<file path="config.mk">
export PLATFORM = sky130hd
export DESIGN_NAME = cache_ctrl_burst_flat
export DESIGN_NICKNAME = d
export VERILOG_FILES = /design/src/rtl/cache_ctrl_pkg.sv /design/src/rtl/cache_ctrl_burst_if.sv /design/src/rtl/wait_down_counter.sv /design/src/rtl/cache_ctrl_burst.sv /design/src/flat_wrapper.sv
export SDC_FILE = /design/constraint.sdc
export NUM_CORES = 1
export LEC_CHECK = 0
export BUFFER_PORTS_ARGS = -buffer_cell sky130_fd_sc_hd__clkbuf_2
export CORE_MARGIN = 2
export CORE_UTILIZATION = 35
export DETAILED_ROUTE_END_ITERATION = 7
export GPL_ROUTABILITY_DRIVEN = 0
export SYNTH_ARGS = -nofsm -noshare
export SYNTH_HDL_FRONTEND = slang
export SYNTH_HIERARCHICAL = 1
export SYNTH_SLANG_ARGS = --single-unit
</file>
<file path="constraint.sdc">
create_clock -name clk -period 3.09 [get_ports clk]
set_input_delay 0.618 -clock clk [delete_from_list [all_inputs] [get_ports clk]]
set_output_delay 0.618 -clock clk [all_outputs]
set_load 0.02 [all_outputs]
</file>
<file path="src/rtl/cache_ctrl_pkg.sv">
// Shared types and constants for the burst-fill cache controller:
// FSM state encoding, write-miss policy codes and the index-width helper.
package cache_ctrl_pkg;

  typedef enum logic [2:0] {
    IDLE,
    RD_LOOKUP,
    WR_LOOKUP,
    WR_WAIT,
    FILL_REQ,
    FILL_WAIT,
    FILL_WR,
    DONE
  } state_t;

  // Write-miss policy: plain write-through, or write-through followed by a line fill.
  localparam int WA_NONE = 0;
  localparam int WA_FILL = 1;

  // Wide enough for the largest legal WAIT_CYCLES (255).
  localparam int WAIT_CNT_W = 8;

  function automatic int idx_width(input int words);
    return (words <= 1) ? 1 : $clog2(words);
  endfunction

endpackage

</file>
<file path="src/rtl/cache_ctrl_burst_if.sv">
// Processor, tag-compare, cache-array and system-bus signals of the cache controller.
// The controller uses the slave view; the processor/bus side uses the master view.
interface cache_ctrl_burst_if #(
  parameter int LINE_WORDS = 4
);
  localparam int IDX_W = cache_ctrl_pkg::idx_width(LINE_WORDS);

  logic             p_strobe;
  logic             p_rw;
  logic             match;
  logic             valid;
  logic             p_ready;
  logic             p_data_oe;
  logic             cache_write;
  logic             cache_data_sel;
  logic [IDX_W-1:0] cache_word_idx;
  logic             valid_set;
  logic             fill_active;
  logic             sys_strobe;
  logic             sys_rw;
  logic             sys_data_oe;

  modport master (
    output p_strobe, p_rw, match, valid,
    input  p_ready, p_data_oe, cache_write, cache_data_sel, cache_word_idx,
           valid_set, fill_active, sys_strobe, sys_rw, sys_data_oe
  );

  modport slave (
    input  p_strobe, p_rw, match, valid,
    output p_ready, p_data_oe, cache_write, cache_data_sel, cache_word_idx,
           valid_set, fill_active, sys_strobe, sys_rw, sys_data_oe
  );

endinterface

</file>
<file path="src/rtl/wait_down_counter.sv">
// Loadable down counter that stops at zero; times system-bus wait states.
module wait_down_counter #(
  parameter int WIDTH = 8
) (
  input  logic             clk,
  input  logic             reset,
  input  logic             load,
  input  logic [WIDTH-1:0] load_value,
  input  logic             dec,
  output logic [WIDTH-1:0] value,
  output logic             zero
);

  if (WIDTH < 1) begin : g_bad_width
    $error("wait_down_counter: WIDTH must be at least 1");
  end

  logic [WIDTH-1:0] count;

  // NOTE: sequential state uses non-blocking assignments so every flop samples
  // pre-edge values, independent of the order the blocks are evaluated in.
  always_ff @(posedge clk) begin
    if (reset) begin
      count <= '0;
    end else if (load) begin
      count <= load_value;
    end else if (dec && (count != '0)) begin
      count <= count - WIDTH'(1);
    end
  end

  assign value = count;
  assign zero  = (count == '0);

endmodule

</file>
<file path="src/rtl/cache_ctrl_burst.sv">
// Cache controller with write-through policy and in-order multi-word line fills;
// every system transfer is followed by WAIT_CYCLES wait states.
module cache_ctrl_burst
  import cache_ctrl_pkg::*;
#(
  parameter int WAIT_CYCLES    = 3,
  parameter int LINE_WORDS     = 4,
  parameter int WRITE_ALLOCATE = WA_NONE
) (
  input  logic             clk,
  input  logic             reset,
  cache_ctrl_burst_if.slave bus
);

  localparam int                    IDX_W     = idx_width(LINE_WORDS);
  localparam logic [IDX_W-1:0]      LAST_WORD = IDX_W'(LINE_WORDS - 1);
  localparam logic [WAIT_CNT_W-1:0] WAIT_LOAD = WAIT_CNT_W'(WAIT_CYCLES - 1);

  if (WAIT_CYCLES < 1 || WAIT_CYCLES > 255) begin : g_bad_wait
    $error("cache_ctrl_burst: WAIT_CYCLES must be in 1..255");
  end
  if (LINE_WORDS < 1 || LINE_WORDS > 16 || (LINE_WORDS & (LINE_WORDS - 1)) != 0) begin : g_bad_line
    $error("cache_ctrl_burst: LINE_WORDS must be a power of two in 1..16");
  end
  if (WRITE_ALLOCATE != WA_NONE && WRITE_ALLOCATE != WA_FILL) begin : g_bad_policy
    $error("cache_ctrl_burst: WRITE_ALLOCATE must be WA_NONE or WA_FILL");
  end

  state_t                  state, state_next;
  logic [IDX_W-1:0]        word_cnt;
  logic                    op_write;
  logic                    miss_latched;
  logic                    cnt_load;
  logic                    cnt_dec;
  logic [WAIT_CNT_W-1:0]   wait_value;
  logic                    wait_zero;

  wire hit       = bus.match && bus.valid;
  wire word_last = (word_cnt == LAST_WORD);

  wait_down_counter #(
    .WIDTH(WAIT_CNT_W)
  ) u_wait_cnt (
    .clk       (clk),
    .reset     (reset),
    .load      (cnt_load),
    .load_value(WAIT_LOAD),
    .dec       (cnt_dec),
    .value     (wait_value),
    .zero      (wait_zero)
  );

  always_ff @(posedge clk) begin
    if (reset) begin
      state        <= IDLE;
      word_cnt     <= '0;
      op_write     <= 1'b0;
      miss_latched <= 1'b0;
    end else begin
      state <= state_next;
      if (state == IDLE && bus.p_strobe) op_write <= !bus.p_rw;
      if (state == WR_LOOKUP) miss_latched <= !hit;
      // Every fill starts at word 0, whether entered from a read or a write miss.
      if ((state == RD_LOOKUP && !hit) || (state == WR_WAIT && wait_zero)) word_cnt <= '0;
      if (state == FILL_WR && !word_last) word_cnt <= word_cnt + IDX_W'(1);
    end
  end

  // NOTE: every output and next-state signal gets a default before the case,
  // so no path through the block leaves a value unassigned and no latch is inferred.
  always_comb begin
    state_next         = state;
    cnt_load           = 1'b0;
    cnt_dec            = 1'b0;
    bus.p_ready        = 1'b0;
    bus.p_data_oe      = 1'b0;
    bus.cache_write    = 1'b0;
    bus.cache_data_sel = 1'b0;
    bus.cache_word_idx = '0;
    bus.valid_set      = 1'b0;
    bus.fill_active    = 1'b0;
    bus.sys_strobe     = 1'b0;
    bus.sys_rw         = 1'b0;
    bus.sys_data_oe    = 1'b0;

    unique case (state)
      IDLE: begin
        if (bus.p_strobe) state_next = bus.p_rw ? RD_LOOKUP : WR_LOOKUP;
      end
      RD_LOOKUP: begin
        bus.p_data_oe = 1'b1;
        if (hit) begin
          bus.p_ready = 1'b1;
          state_next  = IDLE;
        end else begin
          state_next  = FILL_REQ;
        end
      end
      FILL_REQ: begin
        bus.sys_strobe     = 1'b1;
        bus.sys_rw         = 1'b1;
        bus.fill_active    = 1'b1;
        bus.cache_word_idx = word_cnt;
        cnt_load           = 1'b1;
        state_next         = FILL_WAIT;
      end
      FILL_WAIT: begin
        bus.sys_rw         = 1'b1;
        bus.fill_active    = 1'b1;
        bus.cache_word_idx = word_cnt;
        cnt_dec            = 1'b1;
        if (wait_zero) state_next = FILL_WR;
      end
      FILL_WR: begin
        bus.cache_write    = 1'b1;
        bus.cache_data_sel = 1'b1;
        bus.fill_active    = 1'b1;
        bus.cache_word_idx = word_cnt;
        if (word_last) begin
          bus.valid_set = 1'b1;
          state_next    = DONE;
        end else begin
          state_next    = FILL_REQ;
        end
      end
      WR_LOOKUP: begin
        bus.sys_strobe  = 1'b1;
        bus.sys_data_oe = 1'b1;
        bus.cache_write = hit;
        cnt_load        = 1'b1;
        state_next      = WR_WAIT;
      end
      WR_WAIT: begin
        bus.sys_data_oe = 1'b1;
        cnt_dec         = 1'b1;
        if (wait_zero) begin
          state_next = (miss_latched && WRITE_ALLOCATE == WA_FILL) ? FILL_REQ : DONE;
        end
      end
      DONE: begin
        bus.p_ready   = 1'b1;
        bus.p_data_oe = !op_write;
        state_next    = IDLE;
      end
      default: state_next = IDLE;
    endcase
  end

  // The loaded count never exceeds WAIT_CYCLES-1 while waiting.
  wait_range_a: assert property (@(posedge clk) disable iff (reset)
    (state == FILL_WAIT || state == WR_WAIT) |-> (wait_value < WAIT_CNT_W'(WAIT_CYCLES)));

endmodule

</file>
<file path="src/flat_wrapper.sv">
// flat-port wrapper written by rule: the top's interface ports become plain ports
module cache_ctrl_burst_flat import cache_ctrl_pkg::*;
#(
  parameter int WAIT_CYCLES    = 3,
  parameter int LINE_WORDS     = 4,
  parameter int WRITE_ALLOCATE = WA_NONE
)
  (clk, reset, bus_p_strobe, bus_p_rw, bus_match, bus_valid, bus_p_ready, bus_p_data_oe, bus_cache_write, bus_cache_data_sel, bus_cache_word_idx, bus_valid_set, bus_fill_active, bus_sys_strobe, bus_sys_rw, bus_sys_data_oe);
  cache_ctrl_burst_if #(.LINE_WORDS(LINE_WORDS)) bus_i ();
  input  logic clk;
  input  logic reset;
  input wire logic [$bits(bus_i.p_strobe)-1:0] bus_p_strobe;
  input wire logic [$bits(bus_i.p_rw)-1:0] bus_p_rw;
  input wire logic [$bits(bus_i.match)-1:0] bus_match;
  input wire logic [$bits(bus_i.valid)-1:0] bus_valid;
  output wire logic [$bits(bus_i.p_ready)-1:0] bus_p_ready;
  output wire logic [$bits(bus_i.p_data_oe)-1:0] bus_p_data_oe;
  output wire logic [$bits(bus_i.cache_write)-1:0] bus_cache_write;
  output wire logic [$bits(bus_i.cache_data_sel)-1:0] bus_cache_data_sel;
  output wire logic [$bits(bus_i.cache_word_idx)-1:0] bus_cache_word_idx;
  output wire logic [$bits(bus_i.valid_set)-1:0] bus_valid_set;
  output wire logic [$bits(bus_i.fill_active)-1:0] bus_fill_active;
  output wire logic [$bits(bus_i.sys_strobe)-1:0] bus_sys_strobe;
  output wire logic [$bits(bus_i.sys_rw)-1:0] bus_sys_rw;
  output wire logic [$bits(bus_i.sys_data_oe)-1:0] bus_sys_data_oe;
  assign bus_i.p_strobe = bus_p_strobe;
  assign bus_i.p_rw = bus_p_rw;
  assign bus_i.match = bus_match;
  assign bus_i.valid = bus_valid;
  assign bus_p_ready = bus_i.p_ready;
  assign bus_p_data_oe = bus_i.p_data_oe;
  assign bus_cache_write = bus_i.cache_write;
  assign bus_cache_data_sel = bus_i.cache_data_sel;
  assign bus_cache_word_idx = bus_i.cache_word_idx;
  assign bus_valid_set = bus_i.valid_set;
  assign bus_fill_active = bus_i.fill_active;
  assign bus_sys_strobe = bus_i.sys_strobe;
  assign bus_sys_rw = bus_i.sys_rw;
  assign bus_sys_data_oe = bus_i.sys_data_oe;
  cache_ctrl_burst #(.WAIT_CYCLES(WAIT_CYCLES), .LINE_WORDS(LINE_WORDS), .WRITE_ALLOCATE(WRITE_ALLOCATE)) u_core (.clk(clk), .reset(reset), .bus(bus_i));
endmodule
</file>
After elaboration in Yosys (flattened, before gate mapping)
Cells that the tools add are included.
- register bits: 14
- latch bits: 0
- RAM bits: 0
- memory bits (read-only): 0
- output and inout bits: 11
- logic and storage cells: 65
- memories: 0
- add/subtract/negate cells: 2
- multiply operators: 0
- div/mod/pow operators: 0
- order comparisons: 0
- eq/ne operators: 11
- shifts and indexed selects: 0
- mux-type cells: 24
- bitwise gates (word level): 0
- reductions and logical operators: 23
- operator list (operator ; number):
    3-bit case mux with 8 select lines ; 1
    2-bit two-way mux ; 7
    3-bit == test, second input constant ; 4
    3-bit two-way mux ; 4
    2-bit OR reduction ; 5
    1-bit two-way mux ; 9
    8-bit zero test ; 1
    8-bit nonzero test ; 1
    8-bit by 1-bit subtractor with 8-bit output, second input constant ; 1
    3-bit by 2-bit == test with 1-bit output, second input constant ; 2
    1-bit logical AND ; 6
    1-bit case mux with 2 select lines ; 3
    1-bit zero test ; 4
    2-bit by 1-bit != test with 1-bit output, second input constant ; 2
    2-bit nonzero test ; 2
    3-bit by 1-bit == test with 1-bit output, second input constant ; 1
    3-bit zero test ; 1
    3-bit AND reduction ; 1
    3-bit OR reduction ; 1
    2-bit by 1-bit adder with 2-bit output, second input constant ; 1
    2-bit == test, second input constant ; 1
    2-bit != test, second input constant ; 1
    1-bit logical OR ; 1

Logic depth before layout (Yosys ltp)
Gate-level depths: netlist (run 1).
- depth after elaboration: 6
- gate-level depth with buffers: 8
- mapped depth without buffers: 7

Hierarchy
The synthesis (run 1) kept the hierarchy.
- by module, submodules not included (module ; instances ; cells an instance ; area an instance (um^2) ; sequential area each (um^2)):
    wait_down_counter ; 1 ; 59 ; 515.5 ; 160.2
    cache_ctrl_burst ; 1 ; 54 ; 465.4 ; 120.1

Worst setup path before layout (run 1)
Ideal clock, no wire load.
- path kind: reg-to-reg
- start point: reg u_core.state[1]
- end point: reg u_core.u_wait_cnt.count[1], in the netlist u_core/u_wait_cnt/value[1]
- library setup time: 134 ps
- arrival time: 2235 ps
- required time: 2956 ps
- slack: 721 ps
- stages on the path, launching flop included: 9
- path buffers: 2
- clock period less this slack: 2369 ps
- cell sequence: dfxtp_1 > buf_2 > nor2b_1 > or2_1 > nor2b_1 > clkbuf_1 > clkinv_1 > nand4b_1 > o211ai_1
- RTL lines (element ; RTL line ; RTL):
    start, declared ; cache_ctrl_burst.sv:29 ; state_t state, state_next;
    start signal, assigned ; cache_ctrl_burst.sv:60 ; state <= state_next;
    3-bit == test / 3-bit by 2-bit == test with 1-bit output (equally long branches) ; n/a ;
    2-bit OR reduction (no source line) * ; n/a ;
    1-bit two-way mux * ; n/a ;
    net bus_sys_strobe ; flat_wrapper.sv:23 ; output wire logic [$bits(bus_i.sys_strobe)-1:0] bus_sys_strobe;
    2-bit two-way mux / 2-bit nonzero test (equally long branches) ; n/a ;
    end signal, assigned ; wait_down_counter.sv:26 ; count <= load_value;
    end signal, assigned ; wait_down_counter.sv:28 ; count <= count - WIDTH'(1);
    end, declared ; wait_down_counter.sv:18 ; logic [WIDTH-1:0] count;
Mark *: on every way through the listed nets, which the timed path passes. The rest lies on a longest branch.
A chain may end at the register's enable or synchronous reset.

Worst setup path after layout (run 1)
- start point: reg u_core.state[2]
- end point: out bus_sys_strobe
- cells in the longest elaborated chain, start to end: 3
- RTL lines (element ; RTL line ; RTL):
    3-bit == test / 3-bit by 2-bit == test with 1-bit output (equally long branches) ; n/a ;
    2-bit OR reduction (no source line) * ; n/a ;
    1-bit two-way mux * ; cache_ctrl_burst.sv:86 ; unique case (state)
    end, declared ; flat_wrapper.sv:23 ;
Every way passes the cells marked *; elsewhere a longest branch is shown, timed or not.

==> out/results.ini, run 1 <==
[run_status]
status=completed

[placement]
place_hpwl_um=1520
placed_cells=161
dp_slack_ps=663
io_buffers=16
placed_cell_area_um2=1090

[sta]
finalClockSkew_ps=1.66
hold-worst-slack_ps=513
setup_viol=0
worst_slack_ps=396
worst_pin_slew_ps=645
fin_setup_tns_ps=0
drv_slew=0
max_freq_ghz=0.371
slew_headroom_pct=56.9
hold_violations=0
rsz0062_at_grt=false
period_minus_slack_ps=2690
period_share_pct=87.2

[floorplan]
ios=17
rows=19
die_area_um2=3240
chipHeight_um=56.9
die_w_um=56.9
start_util_pct=36.2
core_um2=2710

[worst_setup_path]
r2r_cells=6
path_class=reg -> out
start_kind=flip-flop
crit_buf_inv=1
crit_top_cell=nor2b_1
critPathCaptureType=primary output
crit_chain=nor2b_1 > or2_1 > nor2b_1 > clkbuf_2
slowest_delay_ps=640
cp_top_family=simple AND/OR/NAND/NOR gates
startpoint=u_core/state[2]
worstPathArrival_ps=2080
r2r_start=u_core/state[2]
r2r-end=u_core/u_wait_cnt/value[1]
path_max_fanout=13
reg2reg_slack_ps=700
cp.required_ps=2470
cpMaxStageDelayCell=dfxtp_1

[routing]
routed-via-count=852
wl_per_cell_um=12.1
antenna_left=0
routed_via_density=5.16
wirelength_um=1990
dr.pass1.iters=4
drc=0
first_iter_violations=13

[hold_path]
min_path_cells=2
hold_start=u_core/op_write
worstHoldEndpoint=u_core/op_write
min_path_type=reg -> reg

[logic_synthesis]
synth_commonest_cells=dfxtp_1, nor2_1, a21oi_1, inv_1
ys_ff_latch=14
syn-instance-count=113
syn_area_per_cell_um2=8.68
syn_area_um2=981
synth_top_area_share_pct=28.6
synth-async-reset-ratio_pct=0
post-synth-top-area-cell=dfxtp_1
synthTopCellsByArea=dfxtp_1, nor4b_4, nor2_1, ha_1, a21oi_1
synth_cell_types=48
ys_warn_count=6
synth-seq-area-share_pct=28.6
synth.most_common_cell=dfxtp_1
synth-edff-count=0
ys.flop_type=dfxtp_1

[global_routing]
grt_use_total_pct=13.6
antenna_found_initial=0
first_global_vias=810
overflow=0
grt_max_degree=19
grt_pass1_wl_um=3480

[clock_tree]
root_buffer=clkbuf_4
cts_buffers=3
cts.clk_slew.worst_paths_ps=90
postCtsSetupBuffers=0
clk_latency_ps=280
cts_resized=0
cts_tree=yes
cts_hold_buf=0
clk_path_buf_depth=2
clock-sinks=14
h-tree-depth=1

[cells_and_area]
fin_area_um2=1130
final.fill_count=315
finalCoreUtilization_pct=41.7
layout.nets=144
syn_to_final_growth_pct=15.2
drive_gt1_share_pct=23.1
stdcell_count=165
diodes=0

[job]
maxCapViolCount=0

[power_and_ir_drop]
p_per_area_nw_per_um2=557
ir_worst_vdd_mv=0.251
p_leak_nw=0.456
power.total_mw=0.629

## final cells by class
class                           instances  area (um2)  share of cell area (%)
Multi-Input combinational cell         94         672                    59.5
Sequential cell                        14         280                    24.8
Timing Repair Buffer                   16        80.1                    7.09
Tap cell                               31        38.8                    3.43
Clock buffer                            4        36.3                    3.21
Inverter                                6        22.5                    1.99
## cells in the final DEF (no fill, tap or decap), types with 2 or more instances in the layout
| cell | count |
|---|---|
| clkbuf_2 | 16 |
| dfxtp_1 | 14 |
| nor2_1 | 12 |
| conb_1 | 8 |
| a21oi_1 | 7 |
| inv_1 | 5 |
| and2_1 | 4 |
| nor2b_1 | 4 |
| nor3b_1 | 4 |
| clkbuf_4 | 3 |
| nand2_1 | 3 |
| a311oi_1 | 3 |
| ha_1 | 3 |
| xnor2_1 | 3 |
| o21ai_0 | 3 |
| nand3_1 | 2 |
| a21boi_1 | 2 |
| o21a_1 | 2 |
| nor4b_4 | 2 |
| nand3b_1 | 2 |
| a211oi_1 | 2 |
| nor3_1 | 2 |
| or4_2 | 2 |
| or4_1 | 2 |
| or3_2 | 2 |
## sequential cells by signal, summed over array words and instances (netlist names)
register                 count
u_core/op_write              1
u_core/u_wait_cnt/value      8
u_core/word_cnt              2
u_core/state                 3
## worst register-to-register path, stage by stage, from the launching register on
cell and delay, ps:
dfxtp_1 640, nor2b_1 220, or2_1 120, nor2b_1 530
clkinv_1 430, nand4b_1 210, o211ai_1 100
## cells by family (layout without fill, tap and decap cells)
group                      count (synthesis)  in the layout  share of synthesized area (%)
buffers and inverters                     11             26                           5.23
AOI/OAI and AO/OA                         28             28                           22.2
muxes                                      1              1                           1.02
DFF                                       14             14                           28.6
adders and majority gates                  3              3                           3.83
xor gates and xnor gates                   3              3                           2.68
and+or+nand+nor                           51             51                           35.7
other                                      2              8                          0.766
## how the worst max path moves through the flow
stage,endpoint,slack [ps],cells past startpoint
after floorplan,u_core/u_wait_cnt/value[1],720,8
after global placement,bus_sys_strobe,750,4
after detailed placement,u_core/u_wait_cnt/value[1],660,6
after CTS,bus_sys_strobe,350,4
after global routing,bus_sys_strobe,210,4
final,bus_sys_strobe,400,4
## per-layer routing
metal / global-route usage (%) / up-vias / part of all wire [%]
li1: - / 449 / -
met1: 17.1 / 388 / 46
met2: 23.6 / 13 / 50
met3: 2.04 / 2 / 3.1
met4: 4.98 / 0 / 0.65
met5: 0 / - / 0
## report_power, final
| part | total [mW] | switching [mW] | leakage (nW) | internal, mW |
|---|---|---|---|---|
| sequential | 0.254 | 0.0456 | 0.115 | 0.209 |
| combinational | 0.239 | 0.132 | 0.321 | 0.107 |
| clock | 0.136 | 0.0644 | 0.0210 | 0.0716 |
| total | 0.629 | 0.241 | 0.456 | 0.387 |
No activity file was read; power rests on OpenSTA's default activity.
==> run 2, diff against run 1 <==
Clock period 3.09 ns to 3 ns, I/O delays scaled along.
==> run 2 against run 1 <==
Against the previous run: hold slack got worse by 1.1 ps; via count increased by 0.70%; non-clock buffer count is the same; highest routed layer unchanged; critical path type unchanged; sequential share of layout area did not move; first-iteration DRC count down 23%; register-to-register slack lost 140 ps; critical endpoint unchanged; setup slack got worse by 130 ps.
==> out/results.ini, run 2 (synthesis gave the netlist of run 1 again) <==
[run_status]
status=completed

[hold_path]
hold_start=u_core/op_write
min_path_type=reg -> reg

[clock_tree]
clk_path_buf_depth=2  ; unchanged
clock-sinks=14  ; unchanged
cts_tree=yes
clk_latency_ps=280  ; about the same
root_buffer=clkbuf_4
cts_buffers=3  ; unchanged
postCtsSetupBuffers=0  ; unchanged
cts_hold_buf=0  ; unchanged
h-tree-depth=1  ; unchanged
cts.clk_slew.worst_paths_ps=90  ; about the same
cts_resized=0  ; unchanged

[sta]
drv_slew=0  ; unchanged
period_minus_slack_ps=2730
period_share_pct=91.0
finalClockSkew_ps=2.59  ; +0.930 ps
slew_headroom_pct=53.4  ; -3.5 points
setup_viol=0  ; unchanged
hold_violations=0  ; unchanged
fin_setup_tns_ps=0  ; unchanged
max_freq_ghz=0.366
worst_slack_ps=269  ; -127 ps
rsz0062_at_grt=false
worst_pin_slew_ps=697  ; +52.2 ps

[job]
maxCapViolCount=0  ; unchanged

[placement]
dp_slack_ps=593  ; -70.2 ps
io_buffers=16  ; unchanged
placed_cells=161  ; unchanged
place_hpwl_um=1490  ; -2.2%

[worst_setup_path]
path_max_fanout=12  ; -1
startpoint=u_core/state[1]
path_class=reg -> out
start_kind=flip-flop
r2r_start=u_core/state[1]
critPathCaptureType=primary output
cp.required_ps=2400  ; -70 ps
worstPathArrival_ps=2130  ; +50 ps

[power_and_ir_drop]
ir_worst_vdd_mv=0.263  ; +4.9%
p_per_area_nw_per_um2=574  ; +3.1%
p_leak_nw=0.456  ; unchanged

[floorplan]
chipHeight_um=56.9  ; unchanged
core_um2=2710  ; unchanged
start_util_pct=36.2  ; unchanged
die_w_um=56.9  ; unchanged
rows=19  ; unchanged
ios=17  ; unchanged
die_area_um2=3240  ; unchanged

[cells_and_area]
largest_reg_flops=8  ; unchanged
layout.nets=144  ; unchanged
final_common_cell=clkbuf_2
diodes=0  ; unchanged
layout_common_cells=clkbuf_2, dfxtp_1, nor2_1, conb_1, a21oi_1
stdcell_count=165  ; unchanged
drive_gt1_share_pct=23.1  ; unchanged
finalCoreUtilization_pct=41.7  ; unchanged
syn_to_final_growth_pct=15.2  ; unchanged

[routing]
dr.pass1.iters=4  ; unchanged
routed-via-count=858  ; +0.70%
wirelength_um=2020  ; +1.3%
first_iter_violations=10  ; -3
antenna_left=0  ; unchanged
wl_per_cell_um=12.2  ; +1.3%
routed_via_density=5.20  ; +0.70%
drc=0  ; unchanged

[global_routing]
first_global_vias=820  ; +1.2%
grt_pass1_wl_um=3550  ; +2.0%
grt_max_degree=19  ; unchanged
overflow=0  ; unchanged
antenna_found_initial=0  ; unchanged
grt_use_total_pct=13.9  ; +0.29 points

## run 2: cell counts in the layout (fill, tap and decap cells not counted)
Identical to the previous run, type by type.
## run 2: cell type report
cell class                      instances  area [um2]
Inverter                                6        22.5
Fill cell                             298        1580
Timing Repair Buffer                   16        80.1
Clock buffer                            4        36.3
Multi-Input combinational cell         94         672
Tap cell                               31        38.8
Sequential cell                        14         280
## run 2: report_power, final
part	switching, mW	leakage, nW	total, mW	internal, mW
registers	0.0482	0.115	0.263	0.215
logic	0.135	0.321	0.246	0.110
clock network	0.0658	0.0210	0.140	0.0738
total	0.249	0.456	0.649	0.399
## run 2: critical path, stage by stage, from the launching register on
cell      delay [ps]
dfxtp_1          600
nor2b_1          250
or2_1            130
nor2b_1          570
clkbuf_2         290
## run 2: path summary, 6_finish.rpt
check | endpoint | slack, ps | cells past startpoint
max | bus_sys_strobe | 270 | 4
min | u_core/op_write | 510 | 2
max reg2reg | u_core/u_wait_cnt/value[1] | 560 | 6
min reg2reg | u_core/op_write | 510 | 2
## run 2: through the flow
step	area, um2	hold slack (ps)	power, mW
after floorplan	1000	473	0.463
after global placement	1090	491	0.507
after detailed placement	1090	504	0.514
after CTS	1130	510	0.660
after global routing	1130	526	0.704
final	1130	512	0.649
## run 2: layer usage
metal	GRT usage (%)	vias up	part of all wire, %
li1	-	447	-
met1	17.1	398	47
met2	24.1	11	49
met3	2.04	2	2.9
met4	5.98	0	0.79
met5	0	-	0
